[src/rtl/spi_sd_responder.sv]
// -----------------------------------------------------------------------------
// spi_sd_responder
//
// SPI mode-0 responder for the SD/MMC SPI link. Bytes from the master arrive on
// mosi, are assembled MSB first and handed to the local side on q. Reply bytes
// queued through d/txLoad are shifted out on miso, MSB first. When no reply is
// queued, the responder sends IDLE.
//
// The SPI pins are asynchronous to clock. They are oversampled through a
// two-flop synchroniser that advances only on ce ticks. Each SPI clock phase
// must therefore last at least three ce ticks.
//
// Ports
//   clock    in   1  system clock
//   reset    in   1  asynchronous, active-low reset
//   ce       in   1  sampling enable; all state advances only when ce=1
//   cs       in   1  SPI chip select, active low (asynchronous)
//   ck       in   1  SPI clock, idle low (asynchronous)
//   mosi     in   1  SPI data from master
//   miso     out  1  SPI data to master
//   d        in   8  reply byte to queue
//   txLoad   in   1  queue d (one ce tick)
//   txFull   out  1  reply buffer occupied
//   q        out  8  last received byte
//   rxValid  out  1  q holds an unacknowledged byte
//   rxAck    in   1  acknowledge q (one ce tick)
//   ovr      out  1  sticky overrun flag
//
// Local handshakes (all sampled on ce ticks):
//   tx side : txLoad is honoured only while txFull=0 or on the tick the buffer
//             drains into the shifter. txFull acts as the inverted ready.
//   rx side : rxValid is the valid flag for q and rxAck is the consume strobe.
//             A byte that completes while rxValid=1 and without rxAck is
//             dropped and sets ovr.
// -----------------------------------------------------------------------------
module spi_sd_responder #(
  parameter logic [7:0] IDLE = 8'hFF
) (
  input  logic       clock,
  input  logic       reset,
  input  logic       ce,
  input  logic       cs,
  input  logic       ck,
  input  logic       mosi,
  output logic       miso,
  input  logic [7:0] d,
  input  logic       txLoad,
  output logic       txFull,
  output logic [7:0] q,
  output logic       rxValid,
  input  logic       rxAck,
  output logic       ovr
);

  // Synchroniser stages. The third cs/ck stage holds the previous synchronised
  // value, which is used for edge detection.
  logic cs_s1, cs_s2, cs_s3;
  logic ck_s1, ck_s2, ck_s3;
  logic mosi_s1, mosi_s2;

  logic [2:0] bit_cnt;
  logic [7:0] rx_sh;
  logic [7:0] tx_sh;
  logic [7:0] tx_buf;

  logic       active;
  logic       cs_fall;
  logic       ck_rise;
  logic       ck_fall;
  logic       byte_done;
  logic       tx_reload;
  logic [7:0] rx_byte;

  always_ff @(posedge clock or negedge reset) begin
    if (!reset) begin
      cs_s1   <= 1'b1;
      cs_s2   <= 1'b1;
      cs_s3   <= 1'b1;
      ck_s1   <= 1'b0;
      ck_s2   <= 1'b0;
      ck_s3   <= 1'b0;
      mosi_s1 <= 1'b1;
      mosi_s2 <= 1'b1;
    end else if (ce) begin
      cs_s1   <= cs;
      cs_s2   <= cs_s1;
      cs_s3   <= cs_s2;
      ck_s1   <= ck;
      ck_s2   <= ck_s1;
      ck_s3   <= ck_s2;
      mosi_s1 <= mosi;
      mosi_s2 <= mosi_s1;
    end
  end

  assign active  = ~cs_s2;
  assign cs_fall = cs_s3 & ~cs_s2;
  assign ck_rise = active & ck_s2 & ~ck_s3;
  assign ck_fall = active & ~ck_s2 & ck_s3;

  // mosi travels through the same number of stages as ck, so the synchronised
  // mosi is already aligned with the synchronised rising edge.
  assign rx_byte   = {rx_sh[6:0], mosi_s2};
  assign byte_done = ck_rise & (bit_cnt == 3'd7);

  // The shifter reloads at the start of a frame and on the falling edge that
  // follows the eighth bit. At that point the counter has already wrapped to 0.
  assign tx_reload = cs_fall | (ck_fall & (bit_cnt == 3'd0));

  // miso is forced high while deselected. The shifter itself is also parked
  // at IDLE while deselected, so no stale bit is shown when cs falls.
  assign miso = active ? tx_sh[7] : 1'b1;

  // Bit counter and receive shifter
  always_ff @(posedge clock or negedge reset) begin
    if (!reset) begin
      bit_cnt <= 3'd0;
      rx_sh   <= IDLE;
    end else if (ce) begin
      if (!active) begin
        bit_cnt <= 3'd0;
      end else if (ck_rise) begin
        rx_sh   <= rx_byte;
        bit_cnt <= bit_cnt + 3'd1;
      end
    end
  end

  // Receive holding register and flags
  always_ff @(posedge clock or negedge reset) begin
    if (!reset) begin
      q       <= 8'h00;
      rxValid <= 1'b0;
      ovr     <= 1'b0;
    end else if (ce) begin
      if (byte_done) begin
        if (!rxValid || rxAck) begin
          // A same-tick acknowledge frees q for the byte completing now.
          q       <= rx_byte;
          rxValid <= 1'b1;
          if (rxAck) begin
            ovr <= 1'b0;
          end
        end else begin
          ovr <= 1'b1;
        end
      end else if (rxAck) begin
        rxValid <= 1'b0;
        ovr     <= 1'b0;
      end
    end
  end

  // Transmit shifter
  always_ff @(posedge clock or negedge reset) begin
    if (!reset) begin
      tx_sh <= IDLE;
    end else if (ce) begin
      if (!active) begin
        tx_sh <= IDLE;
      end else if (tx_reload) begin
        tx_sh <= txFull ? tx_buf : IDLE;
      end else if (ck_fall) begin
        tx_sh <= {tx_sh[6:0], 1'b1};
      end
    end
  end

  // Reply buffer. When the buffer drains into the shifter on the same tick
  // that a new byte is offered, the new byte is accepted and the buffer stays
  // full.
  always_ff @(posedge clock or negedge reset) begin
    if (!reset) begin
      tx_buf <= 8'h00;
      txFull <= 1'b0;
    end else if (ce) begin
      if (tx_reload && txFull) begin
        if (txLoad) begin
          tx_buf <= d;
        end else begin
          txFull <= 1'b0;
        end
      end else if (txLoad && !txFull) begin
        tx_buf <= d;
        txFull <= 1'b1;
      end
    end
  end

endmodule

[config.mk]
export PLATFORM = sky130hd
export DESIGN_NAME = spi_sd_responder
export DESIGN_NICKNAME = d
export VERILOG_FILES = /design/src/rtl/spi_sd_responder.sv
export SDC_FILE = /design/constraint.sdc
export NUM_CORES = 1
export LEC_CHECK = 0
export CORE_MARGIN = 2
export CORE_UTILIZATION = 60
export CTS_BUF_LIST = sky130_fd_sc_hd__clkbuf_4
export CTS_CLUSTER_DIAMETER = 50
export DETAILED_ROUTE_END_ITERATION = 8
export GPL_ROUTABILITY_DRIVEN = 1
export PLACE_DENSITY_LB_ADDON = 0.05
export SYNTH_ARGS = -nofsm -noshare
export SYNTH_HDL_FRONTEND = slang
export SYNTH_SLANG_ARGS = --single-unit
[constraint.sdc]
create_clock -name clock -period 4.3 [get_ports clock]
set_input_delay 1.075 -clock clock [delete_from_list [all_inputs] [get_ports clock]]
set_output_delay 1.075 -clock clock [all_outputs]
set_load 0.02 [all_outputs]
==> reports/metrics.csv <==
stage,metric,value,unit
timing,finalMaxSlewViolations,0,
global_routing,grt_antenna_before_repair,0,
floorplanning,rows,20,
clock_network,cts.sinks,45,
power,power_density,447,nW/um^2
timing,fin_crit,2.95,ns
route,drc_errors,0,
floorplanning,ioPinCount,28,
route,avgRoutedWirePerCell,14.6,um
synthesis,yosys-top-cells-area,"dfrtp_1 32%, dfstp_2 27%, mux2_2 18%, o31ai_1 2.7%, a21oi_1 2.5%",
synthesis,seq_area_frac_synth,58.2,%
timing,postLayoutSetupSlackWorst,1.35,ns
synthesis,synth_edf_count,0,
layout,n_fill_cell,237,
synthesis,synth_common_cells,"31 x mux2_2, 25 x dfrtp_1, 20 x dfstp_2",
synthesis,synth_area,1980,sq um
route,drtIter0Drc,82,
timing,fmax,339,MHz
floorplanning,die_area,3770,sq um
layout,finish.utilization,74.9,%
floorplanning,start_util,63.7,%
critical_path,worst-r2r-setup-slack,2.47,ns
critical_path,crit_chain,"clkdlybuf4s50_1, nand2b_4, nor3b_4, nand3_4, mux2_2",
timing,hold_viol,0,
timing,clock_skew,0.0101,ns
route,finalWirelength,3290,um
clock_network,clkSlewWorstSetupHoldPaths,0.12,ns
run,drv_cap,0,
clock_network,htreeDepth,2,
clock_network,insertion_delay,0.36,ns
critical_path,slowest_stage,clkdlybuf4s50_1,
synthesis,syn_nets,171,
clock_network,clockRootBuffer,clkbuf_4,
synthesis,syn_area_per_cell,13.0,sq um
timing,relSlewSlack,38.0,%
layout,multi_input_area,783,sq um
clock_network,post_cts_buffers,0,
global_routing,grt_pass1_vias,1223,
clock_network,cts_max_path_buffers,2,
route,via_count,1264,
layout,syn_to_final_growth,17.5,%
critical_path,end_kind,register,
place,place.gp.congestion,0.721,
layout,drive_gt1_share,35.9,%
floorplanning,core,3100,sq um
critical_path,path_max_fanout,16,
place,io_buffer_count,27,
layout,regArea,1150,sq um
status,outcome,finished clean,
timing,finalCritPeriodShare,68.7,%
critical_path,cp.arrival,3.21,ns
critical_path,slowest_delay,0.89,ns
global_routing,grt_pass1_wl,5580,um
floorplanning,dieHeight,61.4,um
place,place_worst_setup_slack,0.958,ns
global_routing,grtUsageTotal,20.8,%
global_routing,grt_max_degree,46,
synthesis,synth_top_area_share,31.6,%
synthesis,yosysMostFrequentCell,mux2_2,
synthesis,ys_ff_latch,45,
clock_network,hold_buffers,0,
power,p_leak,0.959,nW
route,first_pass_iters,4,
critical_path,cp-start-kind,input pin,
worst_hold_path,min_path_type,reg2reg,
timing,rsz0062_at_grt,no,
timing,setup_viol,0,
clock_network,cts_resized,0,
clock_network,cts_tree,built,
route,drt-vias-per-instance,5.62,
layout,num-nets-final,199,
timing,worstMarginPinSlew,0.930,ns
global_routing,grt_overflow_total,0,
critical_path,path_class,in2reg,
floorplanning,dieWidth,61.4,um
synthesis,async_reset_ff_share,100,%
route,ant_nets,0,
place,post-dp-hpwl,2310,um
synthesis,synth_cells,152,
critical_path,critical_path_required,4.55,ns
synthesis,synth_area_leader_cell,dfrtp_1,
synthesis,postSynth.topFlopCell,dfrtp_1,
timing,fin_tns_setup,0,ns
layout,n_antenna_cell,0,
clock_network,cts_buffers,5,
synthesis,synth.distinct_cells,29,
power,vdd_drop_max,0.318,mV
synthesis,yosys_warnings,0,
[state kept, by name, summed over array words and instances (netlist names)]
register	flops
q	8
tx_buf	8
tx_sh	8
rx_sh	7
bit_cnt	3
ck_s1	1
ck_s2	1
ck_s3	1
cs_s1	1
cs_s2	1
cs_s3	1
mosi_s1	1
mosi_s2	1
ovr	1
rxValid	1
txFull	1
[cells in the final DEF, fill, tap and decap left out]
cell,netlist,final
nor3b_4,1,1
or3_1,7,7
dfrtp_1,25,25
o22ai_1,1,1
mux2_2,31,31
clkbuf_4,0,5
a31oi_1,2,2
clkinv_1,0,2
clkdlybuf4s50_1,0,26
nor2_2,1,1
nor3_1,1,1
clkinv_2,0,1
nor2b_1,2,2
a22o_1,2,2
buf_4,1,1
ha_1,3,3
o31ai_1,7,7
nand2_1,6,6
o21ai_4,1,1
o21ai_0,2,2
dfstp_2,20,20
o31a_1,1,1
buf_2,2,1
nor4bb_1,1,1
nand3_4,1,1
or2_2,1,1
nand2b_4,1,1
nor2_1,11,11
nand2b_1,4,4
a21oi_1,10,10
inv_1,3,3
[area by class of cell]
cell class,count,area share (%)
clock buffer,5,1.62
clock inverter,3,0.539
inverter,3,0.485
multi-input combinational,97,33.7
sequential,45,49.5
tap,44,2.37
timing repair buffer,28,11.7
[logic make-up after synthesis]
logic type	Yosys count	share of synthesized area (%)
flip-flops	45	58.2
AND/OR/NAND/NOR	37	11.3
multiplexers	31	17.6
AO/OA/AOI/OAI	26	8.79
buffers and inverters	10	2.21
adder cells (fa/ha/maj)	3	1.90
[worst max-delay path: cells and delay by family]
| family | cells | cell delay, ns |
|---|---|---|
| buffers and inverters | 1 | 0.89 |
| multiplexers | 1 | 0.32 |
| AND/OR/NAND/NOR | 3 | 0.92 |
[layer usage]
metal	track usage, %	routed length, um	vias up
li1	-	-	603
met1	26.6	1460	625
met2	32.8	1630	29
met3	7.56	156	7
met4	7.90	51	0
met5	0	0	-
[through the flow]
step / instances / area [sq um] / hold slack [ns] / power [W]
floorplan: 152 / 1980 / 0.467 / 0.000782
global placement: 217 / 2270 / 0.484 / 0.000846
detailed placement: 217 / 2270 / 0.493 / 0.000864
CTS: 225 / 2320 / 0.511 / 0.00105
global route: 225 / 2320 / 0.529 / 0.00111
finish: 225 / 2320 / 0.511 / 0.00104
[worst paths after layout]
path	startpoint	endpoint	depth (start not counted)
max	ce	q[1]	5
min	tx_sh[0]	tx_sh[0]	2
max reg2reg	cs_s2	q[1]	4
min reg2reg	tx_sh[0]	tx_sh[0]	2
max in group asynchronous	reset	tx_buf[4]	1
min in group asynchronous	reset	bit_cnt[1]	1
[power by group]
group          total [W]  internal, W  switching, W  leakage, nW
Combinational   0.000226     0.000124      0.000103        0.399
Sequential      0.000627     0.000555     0.0000718        0.530
Clock           0.000185    0.0000592      0.000126       0.0300
No activity file was read; power rests on OpenSTA's default activity.
